## src/rtl/pipe_buf.sv

```systemverilog
// pipe_buf: circular-buffer pipeline FIFO with registered valid/ready.
// Optional macro PIPE_BUF_DATA_GATE_EN zeroes pout_data while empty.
module pipe_buf #(
  parameter int DATA_WIDTH = 32,
  parameter int DEPTH      = 2
) (
  input  logic                    clk,
  input  logic                    rstn,
  input  logic                    flush,
  input  logic                    pin_valid,
  input  logic [DATA_WIDTH-1:0]   pin_data,
  output logic                    pin_ready,
  output logic                    pout_valid,
  output logic [DATA_WIDTH-1:0]   pout_data,
  input  logic                    pout_ready,
  output logic [$clog2(DEPTH):0]  count
);

  localparam int AW = $clog2(DEPTH);
  localparam int CW = AW + 1;
  localparam logic [CW-1:0] FULL = CW'(DEPTH);

  logic [DATA_WIDTH-1:0] mem [DEPTH];
  logic [AW-1:0]         wr_ptr;
  logic [AW-1:0]         rd_ptr;
  logic [CW-1:0]         cnt;
  logic                  push;
  logic                  pop;
  logic [DATA_WIDTH-1:0] head;

  // ready/valid come only from cnt, so no comb path from pout_ready
  assign pin_ready  = (cnt != FULL);
  assign pout_valid = (cnt != '0);
  assign push       = pin_valid & pin_ready;
  assign pop        = pout_valid & pout_ready;
  assign count      = cnt;
  assign head       = mem[rd_ptr];

  always_ff @(posedge clk or negedge rstn) begin
    if (!rstn) begin
      wr_ptr <= '0;
      rd_ptr <= '0;
      cnt    <= '0;
    end else if (flush) begin
      wr_ptr <= '0;
      rd_ptr <= '0;
      cnt    <= '0;
    end else begin
      if (push) wr_ptr <= wr_ptr + AW'(1);
      if (pop)  rd_ptr <= rd_ptr + AW'(1);
      cnt <= cnt + CW'(push) - CW'(pop);
    end
  end

  // storage is deliberately left unreset
  always_ff @(posedge clk) begin
    if (push && !flush) mem[wr_ptr] <= pin_data;
  end

`ifdef PIPE_BUF_DATA_GATE_EN
  assign pout_data = pout_valid ? head : '0;
`else
  assign pout_data = head;
`endif

endmodule

```

## config.mk

```make
export PLATFORM = sky130hd
export DESIGN_NAME = pipe_buf
export DESIGN_NICKNAME = d
export VERILOG_FILES = /design/src/rtl/pipe_buf.sv
export SDC_FILE = /design/constraint.sdc
export NUM_CORES = 1
export LEC_CHECK = 0
export ABC_CLOCK_PERIOD_IN_PS = 8250
export CELL_PAD_IN_SITES_DETAIL_PLACEMENT = 0
export CELL_PAD_IN_SITES_GLOBAL_PLACEMENT = 2
export CORE_MARGIN = 8
export CORE_UTILIZATION = 37
export DETAILED_ROUTE_END_ITERATION = 8
export PLACE_DENSITY = 0.87
export RECOVER_POWER = 100
export SLEW_MARGIN = 10
export SYNTH_ARGS = -nofsm -noshare
export SYNTH_HDL_FRONTEND = slang
export SYNTH_SLANG_ARGS = --single-unit
```

## constraint.sdc

```tcl
create_clock -name clk -period 8.25 [get_ports clk]
set_clock_uncertainty 0.15 [all_clocks]
set_input_delay 1.65 -clock clk [delete_from_list [all_inputs] [get_ports clk]]
set_output_delay 1.65 -clock clk [all_outputs]
set_load 0.02 [all_outputs]
```

# After elaboration in Yosys (flattened, before gate mapping)

Memories as Yosys holds them, arrays and structs flattened.
Index checks and enable logic that the tools add are counted.
W data, S select, Z words.

Input bits: 37
Register bits: 4
RAM bits: 64
Output and inout bits: 36
Word-level logic and storage cells: 23
Memories: 1

Memory list:

| name | depth | width | read ports | clocked after Yosys merged registers in | wr ports | RTL line | RTL |
|---|---|---|---|---|---|---|---|
| mem  | 2     | 32    | 1          | 0                                       | 1        | 23       | `logic [DATA_WIDTH-1:0] mem [DEPTH];` |

Equal/unequal tests: 1
Bitwise gates (word level): 2
Reduce and logical (&&, ||, !) cells: 5
Muxes and demuxes: 7
Add/subtract/negate cells: 4

Operator list:

| cell                  | number |
|---|---|
| $mux W1               | 6 |
| $reduce_bool A2 Y1    | 3 |
| $add A1 B1 Y1 const B | 2 |
| $add A2 B1 Y2         | 1 |
| $and A1 B1 Y1         | 2 |
| $mux W2               | 1 |
| $ne A2 B2 Y1 const B  | 1 |
| $sub A2 B1 Y2         | 1 |
| $logic_and A1 B1 Y1   | 1 |
| $logic_not A1 Y1      | 1 |

# Depth between registers and ports, before layout

Depth in word-level cells: 5
Gate-level depth with buffers: 8

# Worst setup path before layout

OpenSTA, ideal clock, no wires.

Path kind: input -> register
Start point: input pin_valid
End point: memory mem[1][0], enable pin
Stages: 2
Data required time: 7.632 ns
Setup time: 0.468 ns
Data arrival time: 4.129 ns
Setup slack: 3.504 ns
Path through: nand2_2 -> nor3b_1

Cells in the longest elaborated chain, start to end: 4

RTL lines:

| element                       | RTL line | RTL |
|---|---|---|
| from (decl)                   | 10       | `input logic pin_valid,` |
| $and A1 B1 Y1                 | 34       | `assign push = pin_valid & pin_ready;` |
| $logic_and A1 B1 Y1           | 57       | `if (push && !flush) mem[wr_ptr] <= pin_data;` |
| $mux W1                       | 57       |  |
| $mux W1 (implied by the code) | 57       |  |
| to (decl)                     | 23       |  |

No other way between the ends.

# Final worst setup path

Start point: input flush
End point: memory mem[1][27], enable pin

Cells in the longest elaborated chain, start to end: 4

RTL lines:

| element                       | RTL line | RTL |
|---|---|---|
| from (decl)                   | 9        | `input logic flush,` |
| $logic_not A1 Y1              | 57       |  |
| $logic_and A1 B1 Y1           | 57       |  |
| $mux W1                       | 57       |  |
| $mux W1 (implied by the code) | 57       |  |

No other way between the ends.

==> flow_metrics.env <==
export IMPL_dpl_cell_area_sq_um=3500
export IMPL_postRouteAntennaNets=0
export IMPL_p_sw_frac=0.298
export IMPL_first_global_vias=1453
export IMPL_synth_seq_cells=68
export IMPL_die_h_um=101
export IMPL_first_iter_violations=35
export IMPL_start_util=0.376
export IMPL_netlist_area_leader_share=0.712
export IMPL_synth_nets=162
export IMPL_worstRegToRegCells=4
export IMPL_setup_viol=0
export IMPL_fp_dieW_um=101
export IMPL_cts_root_buffer_cell="clkbuf_8"
export IMPL_path_class="primary input to flip-flop"
export IMPL_worst_pin_slew_ns=1.54
export IMPL_nNetsFinal=243
export IMPL_crit_path_max_fanout=23
export IMPL_drt_pass1_iter_count=4
export IMPL_timing_fmax_mhz=210
export IMPL_drive_gt1_frac=0.100
export IMPL_cts_tree="yes"
export IMPL_avgSynthCellArea_sq_um=22.0
export IMPL_finalHoldViolations=0
export IMPL_netlist_area_sq_um=2700
export IMPL_yosysMostFrequentCell="edfxtp_1"
export IMPL_r2r_slack_ns=4.81
export IMPL_avgRoutedWirePerCell_um=15.8
export IMPL_cp_arrival_ns=4.55
export IMPL_violations="capacitance limit, slew limit"
export IMPL_slew_limit_headroom=-0.0316
export IMPL_worstHoldEndpoint="count[1]"
export IMPL_holdPathStages=2
export IMPL_ys_top_cells_by_area="edfxtp_1, mux2_4, dfrtp_1, buf_12, mux2_2"
export IMPL_clock_latency_ns=0.33
export IMPL_yosysWarnings=0
export IMPL_grt_overflow=0
export IMPL_synthFlopType="edfxtp_1"
export IMPL_totalWireLength_um=4880
export IMPL_design_area_sq_um=3540
export IMPL_power_internal_w=0.000678
export IMPL_drc=0
export IMPL_postCtsHoldBufs=0
export IMPL_place_congestion=0.680
export IMPL_clkPwrFrac=0.228
export IMPL_cts_sinks=68
export IMPL_fp_row_count=31
export IMPL_slew_violations=11
export IMPL_clk_pin_slew_ns=0.07
export IMPL_status="finished, violations left"
export IMPL_synth_edf_count=64
export IMPL_r2r_start="count[0]"
export IMPL_p_sw_w=0.000288
export IMPL_max_clock_path_buffers=2
export IMPL_p_seq_frac=0.470
export IMPL_ir_drop_mv=0.0848
export IMPL_r2r_end="mem[1][27]"
export IMPL_synthTopCellsByCount="edfxtp_1, mux2_4, dfrtp_1"
export IMPL_diodes=0
export IMPL_yosysUniqueCellTypes=19
export IMPL_finalCriticalPeriod_ns=4.76
export IMPL_grt_pass1_wl_um=7510
export IMPL_n_fill_cell=636
export IMPL_start_kind="primary input"
export IMPL_pre_cts_ws_ns=4.30
export IMPL_post_cts_buffers=0
export IMPL_cts_buffers=9
export IMPL_rsz0062_at_grt="no"
export IMPL_grt_max_degree=34
export IMPL_tns_ns=0
export IMPL_ios=73
export IMPL_vias=1320
export IMPL_area_delta_synth_final_pct=31.0
export IMPL_seq_area_frac_synth=0.749
export IMPL_antenna_found_initial=0
export IMPL_ctsResizeCount=0
export IMPL_die_area_sq_um=10300
export IMPL_coreArea_sq_um=7180
export IMPL_place_hpwl_um=3440
export IMPL_max_cap_violations=1
export IMPL_endpoint_kind="flip-flop"
export IMPL_min_period_over_period=0.577
export IMPL_crit_required_ns=8.04
export IMPL_hold_class="flip-flop to flip-flop"
export IMPL_fin_util=0.493
export IMPL_p_comb_frac=0.303
export IMPL_p_per_area_nw_per_um2=273
export IMPL_worst_slack_ns=3.49
export IMPL_p_leak_nw=1.21
export IMPL_grt_total_usage=0.101
export IMPL_synth_area_leader_cell="edfxtp_1"
export IMPL_via_per_inst=4.29
export IMPL_netlist_instances=123
export IMPL_async_reset_ff_frac=0.0588
export IMPL_io_buffers=72
export IMPL_hp_start="count[1]"
export IMPL_h_tree_depth=3
-- per-stage QoR --
step	instances	hold slack [ns]	power, W
after floorplan	123	0.466	0.000691
after global placement	292	0.482	0.000814
after detailed placement	292	0.485	0.000817
after CTS	308	0.494	0.00104
after global routing	308	0.515	0.00102
final	308	0.492	0.000966
-- cells by family after synthesis --
group,share of synthesized area
muxes,0.179
AOI/OAI and AO/OA,0.00278
xor gates and xnor gates,0.00649
adders and majority gates,0.00927
buffers and inverters,0.0278
and+or+nand+nor,0.0255
DFF,0.749
-- worst max path at each step --
| stage | startpoint | cells past startpoint | endpoint | slack [ns] |
|---|---|---|---|---|
| finish | flush | 3 | mem[1][27] | 3.49 |
| global route | flush | 3 | mem[1][15] | 3.24 |
| CTS | rd_ptr | 2 | pout_data[24] | 4.07 |
| detailed placement | flush | 3 | mem[1][12] | 4.30 |
| global placement | flush | 3 | mem[0][8] | 4.38 |
| floorplan | pin_valid | 2 | mem[1][0] | 3.50 |
-- state kept, by name (all words and copies together) (netlist names) --
signal / count
mem: 64
count: 2
rd_ptr: 1
wr_ptr: 1
-- power by group through the flow --
stage | Sequential [W] | Combinational, W | Clock, W
after floorplan | 0.000443 | 0.000248 | 0
after global placement | 0.000469 | 0.000345 | 0
after detailed placement | 0.000471 | 0.000346 | 0
after CTS | 0.000463 | 0.000348 | 0.000231
after global routing | 0.000460 | 0.000313 | 0.000246
final | 0.000453 | 0.000292 | 0.000220
-- layout make-up --
class                           instances  area [sq um]  share of cell area
Tap cell                               99           124              0.0350
Inverter                                1          3.75             0.00106
Clock inverter                          5          28.8             0.00814
Clock buffer                           11           131              0.0372
Sequential cell                        68          2020               0.572
Multi-Input combinational cell         50           498               0.141
Timing Repair Buffer                   74           728               0.206
-- critical path, cell delays in order --
cell and delay, ns:
dlygate4sd3_1 0.64, nor3b_1 1.24, clkbuf_1 1.01
-- cell usage in the layout, fill, tap and decap left out --
master / count
clkbuf_8: 9
nor2b_1: 2
nand2_2: 1
clkinv_2: 2
o21a_1: 1
xnor2_1: 1
xor2_1: 1
nor3b_1: 1
ha_1: 2
inv_1: 1
mux2_2: 3
edfxtp_1: 64
dfrtp_1: 4
mux2_1: 28
nand2b_2: 1
or2_2: 1
clkdlybuf4s50_1: 30
clkinv_1: 1
clkbuf_1: 4
nor2_1: 3
clkinvlp_4: 2
nor3_1: 2
dlygate4sd3_1: 42
and2_0: 1
mux2_4: 2
-- layer usage --
layer	up-vias	share of wire	track usage
met5	-	0	0
met4	0	0.013	0.0550
met3	8	0.081	0.0440
met2	49	0.47	0.157
met1	626	0.44	0.114
li1	637	-	-
(Power assumes the default switching activity.)
